`src/rtl/master_port.sv`:
```
// Initiator side of the serial bus: request/grant with SPLIT wait, then address, mode and data shifting.
// Optional REQ_TIMEOUT_EN macro adds an abort (timeout pulse) when the grant never arrives.
module master_port #(
   parameter int unsigned ADDR_W = 12,
   parameter int unsigned DATA_W = 8
`ifdef REQ_TIMEOUT_EN
   , parameter int unsigned TIMEOUT_CYCLES = 1024
`endif
) (
   input  logic              clk,
   input  logic              rstn,
   input  logic              start,
   input  logic              wr,
   input  logic [ADDR_W-1:0] addr,
   input  logic [DATA_W-1:0] wdata,
   output logic              ready,
   output logic [DATA_W-1:0] rdata,
   output logic              done,
   output logic              mtx,
   input  logic              mrx,
   output logic [3:0]        state_o
`ifdef REQ_TIMEOUT_EN
   , output logic            timeout
`endif
);

   localparam int unsigned CNT_W     = 5;
   localparam logic [CNT_W-1:0] ADDR_LAST = CNT_W'(ADDR_W - 1);
   localparam logic [CNT_W-1:0] DATA_LAST = CNT_W'(DATA_W - 1);
   localparam logic [CNT_W-1:0] WR_END    = CNT_W'(DATA_W + 1);

   typedef enum logic [3:0] {
      S_IDLE  = 4'd0,
      S_REQ   = 4'd1,
      S_SETUP = 4'd2,
      S_ADDR  = 4'd3,
      S_MODE  = 4'd4,
      S_WDATA = 4'd5,
      S_RWAIT = 4'd6,
      S_RDATA = 4'd7,
      S_DONE  = 4'd8
   } state_t;

   state_t             state_q;
   logic [CNT_W-1:0]   cnt_q;
   logic               wr_q;
   logic [ADDR_W-1:0]  addr_q;
   logic [DATA_W-1:0]  wdata_q;
   logic [DATA_W-1:0]  shift_q;
   logic [DATA_W-1:0]  rdata_q;
   logic               ready_q;
   logic               done_q;
   logic               mtx_q;

`ifdef REQ_TIMEOUT_EN
   localparam int unsigned TMO_W = (TIMEOUT_CYCLES > 1) ? $clog2(TIMEOUT_CYCLES) : 1;
   localparam logic [TMO_W-1:0] TMO_LAST = TMO_W'(TIMEOUT_CYCLES - 1);
   logic [TMO_W-1:0]   tmo_q;
   logic               timeout_q;
   assign timeout = timeout_q;
`endif

   assign ready   = ready_q;
   assign rdata   = rdata_q;
   assign done    = done_q;
   assign mtx     = mtx_q;
   assign state_o = state_q;

   // Transaction sequencer; address and write data are consumed LSB first by right shifts.
   always_ff @(posedge clk or negedge rstn) begin
      if (!rstn) begin
         state_q   <= S_IDLE;
         cnt_q     <= '0;
         wr_q      <= 1'b0;
         addr_q    <= '0;
         wdata_q   <= '0;
         shift_q   <= '0;
         rdata_q   <= '0;
         ready_q   <= 1'b1;
         done_q    <= 1'b0;
         mtx_q     <= 1'b1;
`ifdef REQ_TIMEOUT_EN
         tmo_q     <= '0;
         timeout_q <= 1'b0;
`endif
      end else begin
         done_q <= 1'b0;
`ifdef REQ_TIMEOUT_EN
         timeout_q <= 1'b0;
`endif
         case (state_q)
            S_IDLE: begin
               mtx_q   <= 1'b1;
               ready_q <= 1'b1;
               if (start && ready_q) begin
                  state_q <= S_REQ;
                  mtx_q   <= 1'b0;
                  ready_q <= 1'b0;
                  wr_q    <= wr;
                  addr_q  <= addr;
                  wdata_q <= wdata;
                  cnt_q   <= '0;
`ifdef REQ_TIMEOUT_EN
                  tmo_q   <= '0;
`endif
               end
            end
            // Line held low throughout: a split slave only resumes while rx stays low.
            S_REQ: begin
               mtx_q <= 1'b0;
               if (!mrx) begin
                  state_q <= S_SETUP;
                  cnt_q   <= '0;
               end
`ifdef REQ_TIMEOUT_EN
               else if (tmo_q == TMO_LAST) begin
                  state_q   <= S_IDLE;
                  mtx_q     <= 1'b1;
                  ready_q   <= 1'b1;
                  timeout_q <= 1'b1;
                  cnt_q     <= '0;
               end else begin
                  tmo_q <= tmo_q + TMO_W'(1);
               end
`endif
            end
            S_SETUP: begin
               mtx_q <= 1'b0;
               if (cnt_q == CNT_W'(1)) begin
                  state_q <= S_ADDR;
                  cnt_q   <= '0;
               end else begin
                  cnt_q <= cnt_q + CNT_W'(1);
               end
            end
            S_ADDR: begin
               mtx_q  <= addr_q[0];
               addr_q <= addr_q >> 1;
               if (cnt_q == ADDR_LAST) begin
                  state_q <= S_MODE;
                  cnt_q   <= '0;
               end else begin
                  cnt_q <= cnt_q + CNT_W'(1);
               end
            end
            S_MODE: begin
               mtx_q   <= wr_q;
               state_q <= wr_q ? S_WDATA : S_RWAIT;
               cnt_q   <= '0;
            end
            // Data bits, then the line returns high for two cycles before completion.
            S_WDATA: begin
               if (cnt_q <= DATA_LAST) begin
                  mtx_q   <= wdata_q[0];
                  wdata_q <= wdata_q >> 1;
               end else begin
                  mtx_q <= 1'b1;
               end
               if (cnt_q == WR_END) begin
                  state_q <= S_DONE;
                  done_q  <= 1'b1;
                  cnt_q   <= '0;
               end else begin
                  cnt_q <= cnt_q + CNT_W'(1);
               end
            end
            S_RWAIT: begin
               mtx_q <= 1'b1;
               if (cnt_q == CNT_W'(1)) begin
                  state_q <= S_RDATA;
                  cnt_q   <= '0;
               end else begin
                  cnt_q <= cnt_q + CNT_W'(1);
               end
            end
            S_RDATA: begin
               mtx_q   <= 1'b1;
               shift_q <= {mrx, shift_q[DATA_W-1:1]};
               if (cnt_q == DATA_LAST) begin
                  rdata_q <= {mrx, shift_q[DATA_W-1:1]};
                  state_q <= S_DONE;
                  done_q  <= 1'b1;
                  cnt_q   <= '0;
               end else begin
                  cnt_q <= cnt_q + CNT_W'(1);
               end
            end
            S_DONE: begin
               mtx_q   <= 1'b1;
               ready_q <= 1'b1;
               state_q <= S_IDLE;
               cnt_q   <= '0;
            end
            default: begin
               state_q <= S_IDLE;
               mtx_q   <= 1'b1;
               ready_q <= 1'b1;
               cnt_q   <= '0;
            end
         endcase
      end
   end

endmodule

```
`config.mk`:
```
export PLATFORM = sky130hd
export DESIGN_NAME = master_port
export DESIGN_NICKNAME = d
export VERILOG_FILES = /design/src/rtl/master_port.sv
export SDC_FILE = /design/constraint.sdc
export NUM_CORES = 1
export LEC_CHECK = 0
export ABC_AREA = 1
export BUFFER_PORTS_ARGS = -buffer_cell sky130_fd_sc_hd__buf_2
export CAP_MARGIN = 25
export CORE_MARGIN = 2
export CORE_UTILIZATION = 50
export DETAILED_ROUTE_END_ITERATION = 16
export HOLD_SLACK_MARGIN = 0.08
export PLACE_DENSITY = 0.75
export SLEW_MARGIN = 5
export SYNTH_ARGS = -nofsm -noshare
export SYNTH_HDL_FRONTEND = slang
export SYNTH_SLANG_ARGS = --single-unit
```
`constraint.sdc`:
```
create_clock -name clk -period 2.9 [get_ports clk]
set_input_delay 0.435 -clock clk [delete_from_list [all_inputs] [get_ports clk]]
set_output_delay 0.435 -clock clk [all_outputs]
set_load 0.01 [all_outputs]
```
==> flow_summary.yaml, run 1 <==
power:
  finalPower_mw: 2.41
  pwr_density_cell_mw_per_mm2: 848
  p_leak_nw: 1.48
  worst_ir_drop_vdd_mv: 0.439
synthesis:
  synth_cell_type_count: 25
  syn-num-nets: 339
  synth_area_leaders: "dfrtp_1, nand2_1, o21ai_0"
  yosysTopAreaCell: "dfrtp_1"
  yosysWarnings: 0
  synth.cell_area_mm2: 0.00248
  yosysTopAreaCellShare: 0.464
  ys_ff_latch: 48
  syn_inst: 312
  ys_seq_area_frac: 0.485
  avgSynthCellArea_um2: 7.96
drt:
  dr.first_iter.drc_count: 88
  vias: 1986
  first_pass_iters: 7
  drt_wl_total_mm: 4.50
  drc_errors: 0
  drt-vias-per-instance: 4.74
  ant_nets: 0
  wire_per_inst_um: 10.7
worst_setup_path:
  arrival_ns: 1.98
  path_class: "reg -> reg"
  rr_startpoint: "state_o[2]$_DFFE_PN0P_"
  crit_slowest_cell: "dfrtp_1"
  required_ns: 3.08
  worst-path-max-fanout: 25
  crit_path_start_kind: "flip-flop"
  r2r_end: "addr_q[4]$_DFFE_PN0P_"
  crit_chain: "nor2_4, nand3_2, nand2_2, o21ai_0"
  cp_num_buf_inv: 0
  path_delay_family: "simple AND/OR/NAND/NOR gates"
  end_kind: "flip-flop"
  cp.depth: 4
  ff2ff_setup_slack_ns: 1.09
  crit_end: "addr_q[4]$_DFFE_PN0P_"
  cp_slowest_stage_delay_ns: 0.51
  worstSetupStartpoint: "state_o[2]$_DFFE_PN0P_"
  ff2ff_path_depth: 4
clock_network:
  cts_hold_buffers: 0
  path_clk_slew_ns: 0.09
  cts_sinks: 48
  cts_tree: "done"
  root_buffer: "clkbuf_8"
  post_cts_resized: 0
  clk_latency_ns: 0.30
  h-tree-depth: 2
  cts_inserted_buffers: 5
  post-cts-setup-buffer-count: 0
  cts_buffer_depth: 2
sta:
  finClkSkew_ns: 0.0107
  timing.fmax_ghz: 0.553
  setup_slack_ns: 1.09
  hold_viol_final: 0
  rsz0062_at_grt: "no"
  setup_viol: 0
  tns_ns: 0
  min_period_ns: 1.81
  worst_pin_slew_ns: 0.578
  slew_headroom: 0.615
  fin_crit_sh: 0.624
  drv_slew: 0
final_layout:
  area_growth_pct: 14.6
  fillers: 442
  diodes: 0
  final_common_cell: "nand2_1"
  final_cell_mix: "nand2_1, dfrtp_1, buf_2, inv_1, o21ai_0"
  nets: 378
  drive_above_1_share: 0.233
  fin_util: 0.598
global_route:
  grtUsageTotal: 0.182
  antenna_found_initial: 0
  grt_pass1_wl_mm: 7.73
  overflow: 0
  grt_pass1_vias: 1812
  grt_max_degree: 49
run_status:
  status: "finished, final reports clean"
hold_path:
  hold_path.class: "in -> async"
die:
  dieArea_mm2: 0.00554
  io_pins: 40
  die_w_um: 74.5
  rows: 25
  core_area_mm2: 0.00475
  dieHeight_um: 74.5
  start_util: 0.522
placed_design:
  place_congestion: 0.856
  hpwl_mm: 3.22
  port_buffers: 39
  dp_slack_ns: 1.09
flow_run:
  drv_cap: 0
-- worst min-delay path by stage --
stage	cells after the start	to
after detailed placement	2	wdata_q[7]$_DFFE_PN0P_
after floorplan	0	addr_q[0]$_DFFE_PN0P_
after global placement	2	wdata_q[0]$_DFFE_PN0P_
after global routing	1	rdata[4]$_DFFE_PN0P_
final	1	rdata[4]$_DFFE_PN0P_
after CTS	3	wr_q$_DFFE_PN0P_
-- cell usage after synthesis --
cell,n
xor2_1,1
nor2_2,1
nand2_2,8
dfstp_2,2
o21ai_2,8
nand2_1,107
nor2_4,5
buf_2,5
ha_1,2
nand3_4,1
buf_4,1
nor3_1,2
a21oi_1,2
o21ai_0,35
nor2_1,8
nand3_2,2
nand4_1,1
o21ai_1,8
inv_1,36
nand2_4,3
buf_6,2
o21bai_1,1
inv_2,4
nand3_1,21
dfrtp_1,46
-- where the power goes --
group	leakage (nW)	total, mW	switching, mW	internal [mW]
clock network	0.0541	0.474	0.218	0.255
logic	0.805	0.906	0.601	0.304
registers	0.617	1.03	0.141	0.893
total	1.48	2.41	0.961	1.45
-- logic make-up after synthesis --
kind of cell | after synthesis | share of synthesized area
compound gates | 54 | 0.122
xor+xnor | 1 | 0.00353
fa+ha+maj | 2 | 0.0101
buf+inv | 48 | 0.0827
flops | 48 | 0.485
simple gates | 159 | 0.297
-- flip-flops by register name, indices dropped and copies added, names as in the netlist --
name     count
addr_q      12
rdata        8
wdata_q      8
shift_q      7
cnt_q        5
state_o      4
done         1
mtx          1
ready        1
wr_q         1
-- cell type report --
class,instances,area (µm²),share of cell area
Clock buffer,5,68.8,0.0242
Clock inverter,3,42.5,0.0150
Inverter,40,150,0.0528
Multi-Input combinational cell,216,1070,0.377
Sequential cell,48,1200,0.423
Tap cell,67,83.8,0.0295
Timing Repair Buffer,40,223,0.0783
-- metal layers --
layer / routed length (µm) / track usage / vias up
met1: 2120 / 0.234 / 878
met4: 63 / 0.0714 / 0
li1: - / - / 1059
met2: 2090 / 0.288 / 42
met5: 0 / 0 / -
met3: 234 / 0.0542 / 7
-- stage by stage --
step                      instance area (µm²)  hold WS [ns]  std cells
after detailed placement                 2710         0.460        410
after CTS                                2820         0.333        418
after global placement                   2710         0.456        410
after floorplan                          2480         0.139        312
after global routing                     2850         0.161        419
final                                    2850         0.126        419
No activity file was read; power rests on OpenSTA's default activity.
==> run 2: changes to the inputs <==
PLACE_DENSITY = 0.78   (was 0.75)
clock period = 1.65 ns   (was 2.9 ns; I/O delays follow)
==> run 2 against run 1 <==
Effect of this change:
- largest cell class unchanged
- hold slack improved by 0.049 ns
- clock-buffer cell count is 3 higher
- largest power group unchanged
- wire length grew 5.0%
- fmax is 19% higher
==> flow_summary.yaml, run 2 (synthesis results as in run 1) <==
die:
  start_util: 0.522
  io_pins: 40
  dieArea_mm2: 0.00554
  die_w_um: 74.5
  rows: 25
  core_area_mm2: 0.00475
  dieHeight_um: 74.5
clock_network:
  path_clk_slew_ns: 0.08
  clk_latency_ns: 0.29
  cts_sinks: 48
  cts_tree: "done"
  cts_inserted_buffers: 5
  h-tree-depth: 2
  root_buffer: "clkbuf_8"
  cts_buffer_depth: 2
sta:
  finClkSkew_ns: 0.00616
  setup_viol: 0
  timing.fmax_ghz: 0.661
  whs_ns: 0.175
  drv_slew: 0
  hold_viol_final: 0
  min_period_ns: 1.51
  fin_crit_sh: 0.918
  worst_pin_slew_ns: 0.490
  slew_headroom: 0.674
hold_path:
  hold_path.class: "in -> reg"
power:
  swShare: 0.407
  internal_power_mw: 2.49
  comb_power_share: 0.403
  pwr_density_cell_mw_per_mm2: 1450
  p_leak_nw: 1.50
  netSwitchingPower_mw: 1.71
  finalPower_mw: 4.21
  seq_power_share: 0.431
  clockPowerShare: 0.167
  worst_ir_drop_vdd_mv: 0.878
drt:
  ant_nets: 0
  first_pass_iters: 4
  drt_wl_total_mm: 4.73
  drc_errors: 0
  vias: 2059
  dr.first_iter.drc_count: 122
  drt-vias-per-instance: 4.82
  wire_per_inst_um: 11.1
final_layout:
  regMostFlops: "addr_q"
  final_cell_mix: "nand2_1, dfrtp_1, buf_2, inv_1, o21ai_0"
  fin_util: 0.609
  largest_register_ffs: 12
  nets: 386
  diodes: 0
  area_growth_pct: 16.6
  drive_above_1_share: 0.258
  final_common_cell: "nand2_1"
  instances_no_fill: 427
global_route:
  grt_pass1_wl_mm: 8.20
  grt_max_degree: 28
  antenna_found_initial: 0
  grtUsageTotal: 0.191
  overflow: 0
  grt_pass1_vias: 1958
worst_setup_path:
  end_kind: "flip-flop"
  crit_path_start_kind: "flip-flop"
  arrival_ns: 1.70
  ff2ff_setup_slack_ns: 0.14
  path_class: "reg -> reg"
  crit_top_cell: "nand2_1"
  required_ns: 1.83
  crit_chain: "ha_2, nand2_1, inv_1, nand2_1, nand2_1, nand2_2, nor2_4, nand2_2, nand2_1, nand2_1"
  cp_slowest_stage_delay_ns: 0.41
  worst-path-max-fanout: 4
  crit_slowest_cell: "dfrtp_1"
placed_design:
  dpl.cell_count: 416
  hpwl_mm: 3.52
  place_congestion: 0.925
  port_buffers: 39
flow_run:
  drv_cap: 0
run_status:
  status: "finished, final reports clean"
-- run 2: changes by cell type in the layout (fill, tap and decap cells not counted), moves of 2 or more --
cell,previous run,this run
dfrtp_1,46,42
clkbuf_1,0,2
dfrtp_2,0,4
buf_4,0,7
-- run 2: layer usage --
metal | global-route usage | wire (µm) | up-vias
li1 | - | - | 1070
met1 | 0.237 | 2200 | 942
met2 | 0.317 | 2180 | 41
met3 | 0.0542 | 271 | 6
met4 | 0.0734 | 72 | 0
met5 | 0 | 0 | -
-- run 2: final timing paths --
check,start,to,cells past startpoint
worst max-delay path,cnt_q[0]$_DFFE_PN0P_,state_o[1]$_DFFE_PN0P_,10
worst min-delay path,addr[11],addr_q[11]$_DFFE_PN0P_,3
worst max register to register,cnt_q[0]$_DFFE_PN0P_,state_o[1]$_DFFE_PN0P_,10
worst min register to register,wdata_q[5]$_DFFE_PN0P_,wdata_q[5]$_DFFE_PN0P_,2
max in group asynchronous,rstn,state_o[1]$_DFFE_PN0P_,3
min in group asynchronous,rstn,rdata[3]$_DFFE_PN0P_,2
-- run 2: layout make-up --
type | count | area, µm²
clock buffers | 8 | 90.1
multi-input cells | 216 | 1080
well taps | 67 | 83.8
flip-flops and latches | 48 | 1210
inverters | 40 | 150
fillers | 451 | 1860
repair buffers | 48 | 278
-- run 2: per-stage QoR --
stage | setup TNS, ns | setup slack (ns) | instance area [µm²]
after CTS | 0 | 0.0732 | 2860
after global placement | 0 | 0.0996 | 2760
after floorplan | 0 | 0.275 | 2480
final | 0 | 0.136 | 2890
after detailed placement | 0 | 0.0904 | 2760
after global routing | -0.0107 | -0.00762 | 2890
-- run 2: critical path, delay by kind of cell (launching register included) --
| family | cells | cell delay (ns) |
|---|---|---|
| adders and majority gates | 1 | 0.23 |
| buffers and inverters | 1 | 0.15 |
| DFF | 1 | 0.41 |
| and+or+nand+nor | 8 | 0.61 |
-- run 2: power by group through the flow --
stage	sequential (mW)	combinational, mW	clock (mW)
2_1_floorplan	1.80	1.27	0
3_3_place_gp	1.81	1.61	0
3_5_place_dp	1.83	1.66	0
4_1_cts	1.81	1.67	0.721
5_1_grt	1.86	1.97	0.776
6_report	1.81	1.69	0.701
-- run 2: timing repair --
action | in CTS | in global routing
setup buffers | 0 | 2
endpoints found under the setup margin | 0 | 22
resized for setup | 0 | 7
hold buffers | 1 | 0
endpoints found under the hold margin | 19 | 0
